**config.mk**
```make
export PLATFORM = sky130hd
export DESIGN_NAME = reg_bank
export DESIGN_NICKNAME = d
export VERILOG_FILES = /design/src/rtl/reg_bank_pkg.sv /design/src/rtl/reg_read_port.sv /design/src/rtl/reg_bank.sv
export SDC_FILE = /design/constraint.sdc
export NUM_CORES = 2
export LEC_CHECK = 0
export ABC_AREA = 1
export BUFFER_PORTS_ARGS = -buffer_cell sky130_fd_sc_hd__buf_2
export CORE_MARGIN = 5
export CORE_UTILIZATION = 49
export DETAILED_ROUTE_END_ITERATION = 8
export HOLD_SLACK_MARGIN = 0.03
export SETUP_SLACK_MARGIN = 0.2
export SKIP_LAST_GASP = 1
export SYNTH_ARGS = -nofsm -noshare
export SYNTH_HDL_FRONTEND = slang
export SYNTH_SLANG_ARGS = --single-unit
```
**constraint.sdc**
```tcl
create_clock -name clk -period 74.2 [get_ports clk]
set_clock_uncertainty 0.1 [all_clocks]
set_input_delay 7.42 -clock clk [delete_from_list [all_inputs] [get_ports clk]]
set_output_delay 7.42 -clock clk [all_outputs]
set_load 0.02 [all_outputs]
```
**src/rtl/reg_bank_pkg.sv**
```systemverilog
// Shared constants for the MIPS register bank, the write-register mux and the write-back mux.
package reg_bank_pkg;

    localparam int DATA_W       = 32;
    localparam int ADDR_W       = 5;
    localparam int NUM_REGS     = 32;
    localparam int REG_ZERO     = 0;
    localparam int REG_SP       = 29;
    localparam int SP_RESET_VAL = 227;

endpackage

```
**src/rtl/reg_read_port.sv**
```systemverilog
// One registered read port of the register bank; the same-edge write bypass is
// compiled in only when REG_BANK_WRITE_BYPASS_EN is defined.
module reg_read_port
    import reg_bank_pkg::*;
#(
    parameter int DATA_W   = reg_bank_pkg::DATA_W,
    parameter int ADDR_W   = reg_bank_pkg::ADDR_W,
    parameter int NUM_REGS = 2 ** ADDR_W
) (
    input  logic                             clk,
    input  logic                             reset,
    input  logic [NUM_REGS-1:0][DATA_W-1:0]  bank,
    input  logic [ADDR_W-1:0]                read_reg,
`ifdef REG_BANK_WRITE_BYPASS_EN
    input  logic                             reg_write,
    input  logic [ADDR_W-1:0]                write_reg,
    input  logic [DATA_W-1:0]                write_data,
`endif
    output logic [DATA_W-1:0]                read_data
);

    logic [DATA_W-1:0] read_next_s;
    logic [DATA_W-1:0] read_data_r;

    // Read mux, with the optional forward of this edge's write data.
    always_comb begin
        read_next_s = bank[read_reg];
`ifdef REG_BANK_WRITE_BYPASS_EN
        // bank[0] is hard-wired zero, and index 0 must never pick up a bypassed value.
        if (reg_write && (write_reg != ADDR_W'(REG_ZERO)) && (read_reg == write_reg)) begin
            read_next_s = write_data;
        end else begin
            read_next_s = bank[read_reg];
        end
`endif
    end

    // Output register, giving the one-cycle read latency.
    always_ff @(posedge clk or posedge reset) begin
        if (reset) begin
            read_data_r <= {DATA_W{1'b0}};
        end else begin
            read_data_r <= read_next_s;
        end
    end

    assign read_data = read_data_r;

endmodule

```
**src/rtl/reg_bank.sv**
```systemverilog
// 32 x 32-bit MIPS register file with two registered read ports.
// Optional macro REG_BANK_WRITE_BYPASS_EN forwards same-edge write data to the read ports.
module reg_bank
    import reg_bank_pkg::*;
#(
    parameter int DATA_W   = reg_bank_pkg::DATA_W,
    parameter int ADDR_W   = reg_bank_pkg::ADDR_W,
    parameter int SP_INDEX = reg_bank_pkg::REG_SP,
    parameter int SP_RESET = reg_bank_pkg::SP_RESET_VAL
) (
    input  logic              clk,
    input  logic              reset,
    input  logic              reg_write,
    input  logic [ADDR_W-1:0] read_reg1,
    input  logic [ADDR_W-1:0] read_reg2,
    input  logic [ADDR_W-1:0] write_reg,
    input  logic [DATA_W-1:0] write_data,
    output logic [DATA_W-1:0] read_data1,
    output logic [DATA_W-1:0] read_data2
);

    localparam int NUM_REGS = 2 ** ADDR_W;

    // Entry 0 is never stored; only entries 1..NUM_REGS-1 are real flops.
    logic [DATA_W-1:0]                regs_r [1:NUM_REGS-1];
    logic [NUM_REGS-1:0][DATA_W-1:0]  bank_s;

    // Storage array: async reset to zero except the stack pointer, gated writes.
    always_ff @(posedge clk or posedge reset) begin
        if (reset) begin
            for (int i = 1; i < NUM_REGS; i++) begin
                regs_r[i] <= (i == SP_INDEX) ? DATA_W'(SP_RESET) : {DATA_W{1'b0}};
            end
        end else begin
            for (int i = 1; i < NUM_REGS; i++) begin
                if (reg_write && (write_reg == ADDR_W'(i))) begin
                    regs_r[i] <= write_data;
                end else begin
                    regs_r[i] <= regs_r[i];
                end
            end
        end
    end

    // Flat view of the bank for the read muxes, with entry 0 tied to zero.
    always_comb begin
        bank_s[REG_ZERO] = {DATA_W{1'b0}};
        for (int i = 1; i < NUM_REGS; i++) begin
            bank_s[i] = regs_r[i];
        end
    end

    reg_read_port #(
        .DATA_W   (DATA_W),
        .ADDR_W   (ADDR_W),
        .NUM_REGS (NUM_REGS)
    ) u_port1 (
        .clk        (clk),
        .reset      (reset),
        .bank       (bank_s),
        .read_reg   (read_reg1),
`ifdef REG_BANK_WRITE_BYPASS_EN
        .reg_write  (reg_write),
        .write_reg  (write_reg),
        .write_data (write_data),
`endif
        .read_data  (read_data1)
    );

    reg_read_port #(
        .DATA_W   (DATA_W),
        .ADDR_W   (ADDR_W),
        .NUM_REGS (NUM_REGS)
    ) u_port2 (
        .clk        (clk),
        .reset      (reset),
        .bank       (bank_s),
        .read_reg   (read_reg2),
`ifdef REG_BANK_WRITE_BYPASS_EN
        .reg_write  (reg_write),
        .write_reg  (write_reg),
        .write_data (write_data),
`endif
        .read_data  (read_data2)
    );

endmodule

```
==> flow_metrics.tcl <==
set metrics [dict create \
    cts-hold-fix-buffers 0 \
    critPathLaunchType "primary input" \
    routed_wl_mm 227 \
    grtUsageTotal_pct 35.5 \
    p_sw_mw 0.538 \
    grt_first_pass_wirelength_mm 339 \
    drtPass1Iterations 7 \
    viasPerCell 5.86 \
    hp-class "register to register" \
    timing.critical_path.cells "buf_8, inv_8, nor2_4, buf_4, buf_4, nand2_1, nand3_1, nand3_1, nand2_1, nand2_1, nand2_1" \
    synth_area_leaders "dfrtp_1 (46%), nand2_1 (19%), nand3_1 (13%)" \
    netlist_top_cells_count "nand2_1 (2934), nand3_1 (1542), dfrtp_1 (1051)" \
    placedCellCount 9419 \
    ios 114 \
    layout.area.seq_sq_um 26400 \
    p_total_mw 1.69 \
    slew_viol_final 0 \
    syn-cell-area_sq_um 57800 \
    min_path_cells 2 \
    setup_viol 0 \
    fp.dieH_microns 353 \
    die_area_sq_um 125000 \
    cpPeakStageDelay_ns 1.06 \
    fin_crit_sh_pct 15.4 \
    hold_viol 0 \
    clk_pin_slew_worst_paths_ns 0.06 \
    power.share.clock_pct 36.4 \
    relSlewSlack_pct 15.6 \
    seq_power_share_pct 44.2 \
    powerDensity_nw_per_um2 27.2 \
    htree_levels 3 \
    grt_pass1_vias 52500 \
    fmax_mhz 87.3 \
    syn_area_per_cell_sq_um 6.89 \
    fillers 11700 \
    drc 0 \
    root_buffer "clkbuf_16" \
    final_cells 9642 \
    yosysMostFrequentCell "nand2_1" \
    crit_type "primary input to register" \
    clock_latency_ns 0.76 \
    synth_top_area_share_pct 45.5 \
    synth_mux_area_share_pct 0 \
    synth-async-reset-ratio_pct 100 \
    synth_ff_type "dfrtp_1" \
    switching_share_pct 31.8 \
    wl_per_cell_microns 23.6 \
    multi_input_area_sq_um 26000 \
    maxCapViolCount 0 \
    synth_top_family_by_area "simple AND/OR/NAND/NOR gates" \
    worstSetupEndpointType "register" \
    yosysSeqAreaShare_pct 45.7 \
    synth_seq_cells 1056 \
    max-clock-path-buffers 3 \
    synth_compound_area_share_pct 10.8 \
    fin_setup_tns_ns 0 \
    placed_area_sq_um 58300 \
    areaGrowthSynthToFinish_pct 7.97 \
    cts.sinks 1056 \
    finalNetCount 8054 \
    internal_power_mw 1.16 \
    synth_xor_area_share_pct 0 \
    initial_core_util_pct 49.1 \
    postCtsSetupBuffers 0 \
    antenna_found_initial 11 \
    overflow 0 \
    slowest_stage "nor2_4" \
    syn_nets 8432 \
    irDropWorstVdd_mv 0.0214 \
    period_needed_ns 11.45 \
    final_area_sq_um 62400 \
    required_ns 74.78 \
    grt_max_degree 163 \
    ctsResizeCount 0 \
    rows 126 \
    reg2reg_to "u_port1.read_data[0]" \
    grt_setup_unrepaired "false" \
    syn_inst 8382 \
    yosys.cell_types.count 20 \
    status "finished clean" \
    p_comb_share_pct 19.4 \
    tritoncts "yes" \
    yosys_warnings 0 \
    synth_fa_ha_area_share_pct 0 \
    arrival_ns 12.02 \
    cts_made_buffers 119 \
    rr_startpoint "bank_s[96]" \
    core_area_sq_um 118000 \
    leakagePower_nw 31.0 \
    die_w_microns 353 \
    finish.utilization_pct 53.1 \
    drtIter0Drc 7210 \
    worst-path-max-fanout 101 \
    vias 56500 \
    ant_nets 0 \
    hpwl_mm 110 \
    port_buffers 113 \
    worstHoldEndpoint "bank_s[231]" \
    yosys.area_share.simple_pct 33.7 \
    synth_edf_count 0 \
    yosysTopAreaCell "dfrtp_1" \
    min_from "bank_s[231]" \
    drive_gt1_share_pct 5.46 \
    r2r_setup_slack_ns 72.72 \
    worst_pin_slew_ns 1.27 \
    gp_congestion 0.810 \
    worst_r2r_path_depth 8 \
    timing.critical_path.mode_cell "nand2_1" \
]
-- flip-flops by register name, summed over array words and instances (netlist names) --
register / cells
bank_s: 992
u_port1.read_data: 32
u_port2.read_data: 32
-- final cells by class --
class | instances | area share [%]
Clock inverter | 33 | 0.674
Timing Repair Buffer | 194 | 1.99
Tap cell | 1536 | 3.08
Antenna cell | 8 | 0.0321
Inverter | 725 | 4.44
Clock buffer | 182 | 5.78
Sequential cell | 1056 | 42.4
Multi-Input combinational cell | 5908 | 41.6
-- metrics by stage --
step / hold WS [ns] / worst slack, ns
detailed placement: 0.373 / 62.21
CTS: 0.387 / 62.96
global placement: 0.366 / 62.30
floorplan: 0.353 / 36.96
global route: 0.396 / 62.70
finish: 0.381 / 62.75
-- layout by cell type (no fill, tap or decap), types with 26 or more instances in the layout --
| cell | n |
|---|---|
| nand3_1 | 1536 |
| clkbuf_1 | 26 |
| nor2_1 | 166 |
| nand2_1 | 2917 |
| clkbuf_8 | 35 |
| buf_4 | 82 |
| dfrtp_1 | 1051 |
| buf_2 | 105 |
| a21oi_1 | 256 |
| inv_1 | 712 |
| o21ai_0 | 916 |
| clkbuf_16 | 121 |
| o21ai_1 | 76 |
-- worst max path at each step --
| stage | cells after the start | to | slack [ns] | from |
|---|---|---|---|---|
| floorplan | 1 | bank_s[1000] | 36.96 | reset |
| CTS | 11 | u_port2.read_data[19] | 62.96 | read_reg2[0] |
| global route | 11 | u_port2.read_data[18] | 62.70 | read_reg2[0] |
| detailed placement | 11 | u_port2.read_data[19] | 62.21 | read_reg2[0] |
| global placement | 11 | u_port2.read_data[18] | 62.30 | read_reg2[0] |
| finish | 11 | u_port2.read_data[23] | 62.75 | read_reg2[0] |
-- power groups by stage --
stage,Sequential (mW),Clock (mW),Combinational [mW]
2_1_floorplan,0.746,0,0.243
3_3_place_gp,0.754,0,0.318
3_5_place_dp,0.755,0,0.325
4_1_cts,0.747,0.623,0.326
5_1_grt,0.761,0.647,0.377
6_report,0.748,0.617,0.329
-- critical path: cells and delay by family --
family        cells  cell delay, ns
buf+inv           4            2.79
simple gates      7            1.63
-- layer usage --
layer	up-vias	routed length [microns]	track usage, %
li1	26000	-	-
met1	26600	95200	50.0
met2	3219	97100	54.2
met3	669	24200	6.84
met4	4	10900	14.5
met5	-	26	0
-- kinds of logic (layout without fill, tap and decap cells) --
kind of cell | after synthesis | in the layout
buffers and inverters | 1418 | 1134
AO/OA/AOI/OAI | 1248 | 1248
flip-flops | 1056 | 1056
AND/OR/NAND/NOR | 4660 | 4660
other | 0 | 8
Power figures use the tool's default switching activity.
